===== src/rtl/flush_ctrl.sv =====
// Sequential pipeline flush controller: queues fetch-time predictions and checks them as
// control instructions resolve. Define FLUSH_CTRL_JAL_PREDICT_EN to make JAL compare-then-flush.
//
// state     | meaning
// ST_WARMUP | post-reset warm-up, resolves pop but never trigger
// ST_RUN    | normal operation, mispredicts trigger a flush
// ST_FLUSH  | flush window, resolves and pushes are ignored
module flush_ctrl #(
  parameter int XLEN         = 32,
  parameter int DEPTH        = 4,
  parameter int FLUSH_CYCLES = 2,
  parameter int WARMUP       = 2,
  parameter int CNT_W        = 16
) (
  input  logic                     clk,
  input  logic                     rst_n,
  input  logic                     pred_valid,
  input  logic [XLEN-1:0]          pred_pc,
  output logic                     pred_ready,
  input  logic                     res_valid,
  input  logic [4:0]               res_opcode,
  input  logic [XLEN-1:0]          res_next_pc,
  output logic                     flush,
  output logic                     redirect_valid,
  output logic [XLEN-1:0]          redirect_pc,
  output logic [$clog2(DEPTH):0]   q_count,
  output logic [CNT_W-1:0]         mispredict_cnt,
  output logic                     err_overflow,
  output logic                     err_underflow
);

  localparam int AW   = $clog2(DEPTH);
  localparam int TMAX = (WARMUP > FLUSH_CYCLES) ? WARMUP : FLUSH_CYCLES;
  localparam int TW   = $clog2(TMAX + 1);

  localparam logic [4:0]    OP_JAL    = 5'b11011;
  localparam logic [4:0]    OP_JALR   = 5'b11001;
  localparam logic [4:0]    OP_BRANCH = 5'b11000;
  localparam logic [AW:0]   CNT_FULL  = (AW+1)'(DEPTH);
  localparam logic [AW-1:0] PTR_ONE   = AW'(1);
  localparam logic [TW-1:0] T_WARM    = TW'(WARMUP);
  localparam logic [TW-1:0] T_FLUSH   = TW'(FLUSH_CYCLES);
  localparam logic [TW-1:0] T_ONE     = TW'(1);

  typedef enum logic [1:0] {ST_WARMUP, ST_RUN, ST_FLUSH} state_t;
  localparam state_t ST_RESET = (WARMUP > 0) ? ST_WARMUP : ST_RUN;

  state_t            state_q, state_d;
  logic [TW-1:0]     tmr_q, tmr_d;
  logic [XLEN-1:0]   mem_q [DEPTH];
  logic [AW-1:0]     wr_ptr_q, wr_ptr_d, rd_ptr_q, rd_ptr_d;
  logic [AW:0]       count_q, count_d;
  logic [XLEN-1:0]   rpc_q, rpc_d;
  logic              rv_q, rv_d;
  logic [CNT_W-1:0]  cnt_q, cnt_d;
  logic              ovf_q, ovf_d, unf_q, unf_d;

  logic [XLEN-1:0]   head;
  logic              active, is_ctrl, do_res, empty, full;
  logic              pop, push_req, push, mis, jal_mis, trig, wr_en;

  assign head     = mem_q[rd_ptr_q];
  assign active   = (state_q != ST_FLUSH);
  assign is_ctrl  = (res_opcode == OP_JAL) || (res_opcode == OP_JALR) || (res_opcode == OP_BRANCH);
  assign do_res   = res_valid && is_ctrl && active;
  assign empty    = (count_q == '0);
  assign full     = (count_q == CNT_FULL);
  assign pop      = do_res && !empty;
  assign push_req = pred_valid && active;
  assign push     = push_req && (!full || pop);

`ifdef FLUSH_CTRL_JAL_PREDICT_EN
  assign jal_mis = (head != res_next_pc);
`else
  assign jal_mis = 1'b1;
`endif

  always_comb begin
    mis = 1'b0;
    if (empty) begin
      mis = 1'b1;
    end else begin
      case (res_opcode)
        OP_JALR: mis = 1'b1;
        OP_JAL:  mis = jal_mis;
        default: mis = (head != res_next_pc);
      endcase
    end
  end

  // Warm-up shows up here: only ST_RUN may trigger.
  assign trig  = do_res && mis && (state_q == ST_RUN);
  assign wr_en = push && !trig;

  always_comb begin
    state_d  = state_q;
    tmr_d    = tmr_q;
    wr_ptr_d = wr_ptr_q;
    rd_ptr_d = rd_ptr_q;
    count_d  = count_q;
    rpc_d    = rpc_q;
    rv_d     = trig;
    cnt_d    = cnt_q;
    ovf_d    = ovf_q;
    unf_d    = unf_q;

    if (do_res && empty) unf_d = 1'b1;
    if (push_req && full && !pop) ovf_d = 1'b1;

    if (trig) begin
      wr_ptr_d = '0;
      rd_ptr_d = '0;
      count_d  = '0;
      rpc_d    = res_next_pc;
      if (cnt_q != '1) cnt_d = cnt_q + CNT_W'(1);
    end else begin
      if (push) wr_ptr_d = wr_ptr_q + PTR_ONE;
      if (pop)  rd_ptr_d = rd_ptr_q + PTR_ONE;
      count_d = count_q + {{AW{1'b0}}, push} - {{AW{1'b0}}, pop};
    end

    case (state_q)
      ST_WARMUP: begin
        if (tmr_q <= T_ONE) begin
          state_d = ST_RUN;
          tmr_d   = '0;
        end else begin
          tmr_d = tmr_q - T_ONE;
        end
      end
      ST_RUN: begin
        if (trig) begin
          state_d = ST_FLUSH;
          tmr_d   = T_FLUSH;
        end
      end
      ST_FLUSH: begin
        if (tmr_q <= T_ONE) begin
          state_d = ST_RUN;
          tmr_d   = '0;
        end else begin
          tmr_d = tmr_q - T_ONE;
        end
      end
      default: begin
        state_d = ST_RUN;
        tmr_d   = '0;
      end
    endcase
  end

  always_ff @(posedge clk or negedge rst_n) begin
    if (!rst_n) begin
      state_q  <= ST_RESET;
      tmr_q    <= T_WARM;
      wr_ptr_q <= '0;
      rd_ptr_q <= '0;
      count_q  <= '0;
      rpc_q    <= '0;
      rv_q     <= 1'b0;
      cnt_q    <= '0;
      ovf_q    <= 1'b0;
      unf_q    <= 1'b0;
    end else begin
      state_q  <= state_d;
      tmr_q    <= tmr_d;
      wr_ptr_q <= wr_ptr_d;
      rd_ptr_q <= rd_ptr_d;
      count_q  <= count_d;
      rpc_q    <= rpc_d;
      rv_q     <= rv_d;
      cnt_q    <= cnt_d;
      ovf_q    <= ovf_d;
      unf_q    <= unf_d;
    end
  end

  // Storage needs no reset; occupancy and pointers define what is valid.
  always_ff @(posedge clk) begin
    if (wr_en) mem_q[wr_ptr_q] <= pred_pc;
  end

  assign pred_ready     = (count_q != CNT_FULL);
  assign flush          = (state_q == ST_FLUSH);
  assign redirect_valid = rv_q;
  assign redirect_pc    = rpc_q;
  assign q_count        = count_q;
  assign mispredict_cnt = cnt_q;
  assign err_overflow   = ovf_q;
  assign err_underflow  = unf_q;

endmodule


===== config.mk =====
export PLATFORM = sky130hd
export DESIGN_NAME = flush_ctrl
export DESIGN_NICKNAME = d
export VERILOG_FILES = /design/src/rtl/flush_ctrl.sv
export SDC_FILE = /design/constraint.sdc
export NUM_CORES = 1
export LEC_CHECK = 0
export ABC_AREA = 1
export CAP_MARGIN = 30
export CORE_MARGIN = 2
export CORE_UTILIZATION = 49
export DETAILED_ROUTE_END_ITERATION = 16
export MAX_ROUTING_LAYER = met4
export PLACE_DENSITY_LB_ADDON = 0.12
export SLEW_MARGIN = 20
export SYNTH_ARGS = -nofsm -noshare
export SYNTH_HDL_FRONTEND = slang
export SYNTH_SLANG_ARGS = --single-unit

===== constraint.sdc =====
create_clock -name clk -period 3.42 [get_ports clk]
set_input_delay 0.684 -clock clk [delete_from_list [all_inputs] [get_ports clk]]
set_output_delay 0.684 -clock clk [all_outputs]
set_load 0.02 [all_outputs]

-- Yosys cells after proc, flatten, opt, wreduce, memory -nomap -nowiden
Memories as Yosys holds them, arrays and structs flattened.
Cells that the tools add are included.
W data, S select, Z words.
- add/sub/neg operators: 6
- $lt $le $gt $ge: 1
- eq/ne operators: 12
- muxes and demuxes: 14
- reduce and logical (&&, ||, !) cells: 26
- operators by type and width (kind ; count):
    $ne A32 B32 Y1 ; 1
    $add A16 B1 Y16 const B ; 1
    $ne A16 B16 Y1 const B ; 1
    $eq A5 B5 Y1 const B ; 3
    $mux W2 ; 7
    $logic_and A1 B1 Y1 ; 11
    $pmux W2 S2 ; 2
    $add A2 B1 Y2 const B ; 2
    $logic_not A1 Y1 ; 4
    $mux W1 ; 4
    $ne A2 B2 Y1 const B ; 2
    $reduce_and A2 Y1 ; 2
    $reduce_bool A2 Y1 ; 2
    $reduce_or A2 Y1 ; 2
    $add A3 B1 Y3 ; 1
    $eq A3 B3 Y1 const B ; 1
    $logic_not A3 Y1 ; 1
    $logic_or A1 B1 Y1 ; 3
    $mux W3 ; 1
    $ne A3 B3 Y1 const B ; 1
    $sub A3 B1 Y3 ; 1
    $eq A2 B1 Y1 const B ; 1
    $eq A2 B2 Y1 const B ; 1
    $le A2 B1 Y1 const B ; 1
    3 further kinds ; 3
- flip-flop bits (word level): 62
- bits in writable memories: 128
- memories: 1
- memory list (name ; depth ; bits a word ; rd ports ; clocked after memory_dff ; write ports ; line ; RTL):
    mem_q ; 4 ; 32 ; 1 ; 0 ; 1 ; 50 ; logic [XLEN-1:0] mem_q [DEPTH];

-- Longest topological paths before layout
- depth in word-level cells: 11
- depth in mapped cells: 17
- mapped depth without buffers: 16

-- Worst setup path before layout
No wires, ideal clock.
- path kind: register -> register
- from: reg rd_ptr_q[0]
- to: mem mem_q[0][0] (enable)
- arrival: 3.101 ns
- required time: 2.999 ns
- setup slack: -0.102 ns
- cell stages (with the launch flop): 17
- buffers on the path: 3
- period minus slack after synthesis: 3.522 ns
- cells stage by stage: dfrtp_1 -> inv_2 -> buf_6 -> buf_2 -> nand2_1 -> nand3_1 -> nand2_1 -> nand2_1 -> o21ai_0 -> nor2_1 -> nand3b_1 -> nor2_1 -> nand3_1 -> nand3_2 -> buf_6 -> nand2_2 -> nor2_1
- word-level cells in the longest chain between the ends: 10
- RTL lines (item ; line ; RTL):
    start, declared ; 51 ; logic [AW-1:0] wr_ptr_q, wr_ptr_d, rd_ptr_q, rd_ptr_d;
    start signal, assigned ; 168 ; rd_ptr_q <= rd_ptr_d;
    $mem_v2 Z4 W32 ; n/a ;
    $ne A32 B32 Y1 ; 86 ; default: mis = (head != res_next_pc);
    $mux W1 ; 83 ; case (res_opcode)
    $mux W1 ; 80 ; if (empty) begin
    $logic_and A1 B1 Y1 (2 in a row) ; 92 ; assign trig = do_res && mis && (state_q == ST_RUN);
    $logic_not A1 Y1 ; 93 ; assign wr_en = push && !trig;
    $logic_and A1 B1 Y1 ; 93 ;
    $mux W1 ; 180 ; if (wr_en) mem_q[wr_ptr_q] <= pred_pc;
    $mux W1 (not written as such) ; 180 ;
    end, declared ; 50 ;
Every way passes these cells.

-- Worst setup path in the final report
- from: reg rd_ptr_q[1]
- to: mem mem_q[1][11] (enable)
The elaborated chain is that of the path after synthesis.

==> impl_metrics.sql <==
INSERT INTO impl_metrics (metric_group, metric, value, unit) VALUES
('floorplan', 'chipHeight', '137', 'µm'),
('place', 'finalWeightedCongestion', '0.928', ''),
('worst_setup_path', 'crit_start', 'rd_ptr_q[1]', ''),
('worst_setup_path', 'worstSetupEndpoint', 'mem_q[1][11]', ''),
('sta', 'finalWorstSetupSlack', '0.379', 'ns'),
('run_status', 'run_status', 'complete, no violations', ''),
('yosys', 'synth-main-ff-cell', 'edfxtp_1', ''),
('grt', 'grt_antenna_before_repair', '0', ''),
('layout', 'n_antenna_cell', '0', ''),
('floorplan', 'floorplan.io_pins', '129', ''),
('worst_setup_path', 'worst_setup_path_start_kind', 'register', ''),
('worst_setup_path', 'critical_path.reg2reg.startpoint', 'rd_ptr_q[1]', ''),
('yosys', 'synth_edf_count', '128', ''),
('worst_setup_path', 'flop_to_flop_setup_slack', '0.38', 'ns'),
('sta', 'achievable-frequency', '329', 'MHz'),
('floorplan', 'die_w', '137', 'µm'),
('sta', 'post-route-period-util', '0.889', ''),
('pwr', 'powerDensity', '721', 'nW/µm²'),
('clock_tree', 'cts_tree', 'yes', ''),
('clock_tree', 'number_of_buffers_created_by_cts', '17', ''),
('clock_tree', 'cts.repair.resized', '0', ''),
('clock_tree', 'cts_hold_buf', '0', ''),
('pwr', 'ir_drop', '0.430', 'mV'),
('yosys', 'yosysSeqAreaShare', '0.626', ''),
('floorplan', 'std_cell_rows', '48', ''),
('detailed_routing', 'remaining_drc_errors', '0', ''),
('yosys', 'synth_top_cell_by_area', 'edfxtp_1', ''),
('detailed_routing', 'num_vias', '6666', ''),
('place', 'dpl_worst_slack', '0.316', 'ns'),
('pwr', 'fin_total_pwr', '7750', 'µW'),
('run', 'timing.max_cap.violations', '0', ''),
('clock_tree', 'number_of_sinks_handled_by_clock_tree_synthesis', '190', ''),
('yosys', 'async_flop_share', '0.326', ''),
('layout', 'layout-drive-gt1-share', '0.0601', ''),
('yosys', 'number_of_synthesis_warnings', '0', ''),
('clock_tree', 'htreeDepth', '4', ''),
('worst_setup_path', 'worst-setup-path-type', 'reg2reg', ''),
('worst_setup_path', 'r2r.worst_path.cells', '13', ''),
('layout', 'final_net_count', '1116', ''),
('grt', 'overflow', '0', ''),
('yosys', 'ys_types', '31', ''),
('worst_setup_path', 'crit-reg2reg-capture', 'mem_q[1][11]', ''),
('worst_setup_path', 'crit_arrival', '3.16', 'ns'),
('yosys', 'synth_top_area_share', '0.446', ''),
('clock_tree', 'clock-root-buffer', 'clkbuf_16', ''),
('detailed_routing', 'post_drt_via_cell_ratio', '5.24', ''),
('detailed_routing', 'drt_iter0_drc', '511', ''),
('grt', 'grt_pass1_vias', '6325', ''),
('sta', 'finalHoldWorstSlack', '0.280', 'ns'),
('layout', 'post_layout_nonfiller_instances', '1273', ''),
('sta', 'timing_max_transition_violations_final', '0', ''),
('yosys', 'ys_seq_elements', '190', ''),
('grt', 'first_pass_grt_wire_length', '33900', 'µm'),
('yosys', 'avg_inst_size_synth', '9.59', 'µm²'),
('sta', 'minimum_clock_period', '3.04', 'ns'),
('pwr', 'leakagePower', '0.00461', 'µW'),
('floorplan', 'die_area', '18700', 'µm²'),
('sta', 'final-setup-viol-count', '0', ''),
('clock_tree', 'post_cts.repair.setup_buffers', '0', ''),
('clock_tree', 'worst_skew_pair.late_latency', '0.43', 'ns'),
('yosys', 'synthesis.instances', '899', ''),
('sta', 'fin_skew', '0.0106', 'ns'),
('sta', 'rsz_0062_raised_after_global_routing', 'false', ''),
('sta', 'setup-tns-final', '0', 'ns'),
('floorplan', 'core-area', '17200', 'µm²'),
('place', 'dpl.cell_count', '1241', ''),
('place', 'hpwlAfterDp', '14800', 'µm'),
('yosys', 'synth.area.top_cells', 'edfxtp_1, dfrtp_1, nand2_1', ''),
('worst_setup_path', 'setup.worst_path.end_class', 'register', ''),
('detailed_routing', 'ant_nets_after_route', '0', ''),
('sta', 'report.final.hold_viol_count', '0', '');
-- worst min-delay path by stage --
| stage | to | cells past startpoint |
|---|---|---|
| after floorplan | err_overflow | 0 |
| after global placement | state_q[1] | 1 |
| after detailed placement | err_overflow | 1 |
| after CTS | redirect_pc[1] | 2 |
| after global routing | redirect_pc[14] | 2 |
| final | redirect_pc[31] | 2 |
-- metrics by stage --
| step | cell area (µm²) | util |
|---|---|---|
| after floorplan | 8620 | - |
| after global placement | 10200 | 0.592 |
| after detailed placement | 10200 | 0.592 |
| after CTS | 10800 | 0.624 |
| after global routing | 10800 | 0.624 |
| final | 10800 | 0.624 |
-- placed cells by master, fill, tap and decap left out, drive strengths merged, types with 2 or more instances in the layout --
cell	netlist	layout
nand2	341	341
edfxtp	128	128
clkdlybuf4s50	0	127
nand3	115	115
inv	69	70
dfrtp	61	61
nor2	47	47
o21ai	31	31
nand4	27	27
buf	28	23
clkbuf	5	21
xnor2	11	11
xor2	10	10
ha	7	7
clkinv	0	7
nor3	4	4
a21oi	3	3
nand3b	2	2
and2	2	2
o21bai	2	2
clkinvlp	0	2
-- where the power goes --
part / switching, µW / internal [µW]
Sequential: 175 / 2920
Combinational: 1840 / 976
Clock: 825 / 1020
Total: 2840 / 4910
-- layout make-up --
cell class / instances / area [µm²]
clock inverters: 11 / 93.8
inverters: 69 / 259
multi-input cells: 607 / 2780
repair buffers: 150 / 1490
fillers: 1410 / 6480
well taps: 225 / 282
clock buffers: 21 / 450
flip-flops and latches: 190 / 5400
-- metal layers --
layer  GRT usage  wire length, µm  part of all wire  vias to the layer above
met1       0.335             9480              0.44                     3159
met2       0.399            10500              0.48                      239
met3      0.0530             1430             0.066                       23
li1            -                -                 -                     3245
met5           -                0                 0                        -
met4      0.0556              264             0.012                        0
-- sequential cells by signal, summed over array words and instances (netlist names) --
register and count:
mem_q 128, redirect_pc 32, mispredict_cnt 16, q_count 3, rd_ptr_q 2, state_q 2
tmr_q 2, wr_ptr_q 2, err_overflow 1, err_underflow 1, redirect_valid 1
-- cells by family after synthesis --
group	count (synthesis)	share of synthesized area
XOR/XNOR	21	0.0213
adder cells (fa/ha/maj)	8	0.0125
buffers and inverters	102	0.0531
AND/OR/NAND/NOR	540	0.264
AO/OA/AOI/OAI	38	0.0232
flip-flops	190	0.626
-- Yosys cell counts, types with 3 or more instances --
cell,count
dfrtp_1,61
ha_1,7
o21ai_0,31
inv_1,67
clkbuf_1,5
buf_4,11
buf_2,15
xnor2_1,11
nand3_1,114
nand2_1,340
xor2_1,10
nor3_1,4
a21oi_1,3
edfxtp_1,128
nand4_1,26
nor2_1,46
-- worst max-delay path, stage by stage (launching register included) --
cell	delay (ns)
dfrtp_1	0.38
inv_2	0.33
buf_4	0.30
nand3_1	0.12
nand3_1	0.24
nand4_1	0.13
nor2_1	0.14
nand2_1	0.07
nor2_1	0.15
nand3_1	0.17
nand3_2	0.14
nand2_2	0.10
nor2_2	0.18
buf_4	0.28
No activity file was read; power rests on OpenSTA's default activity.
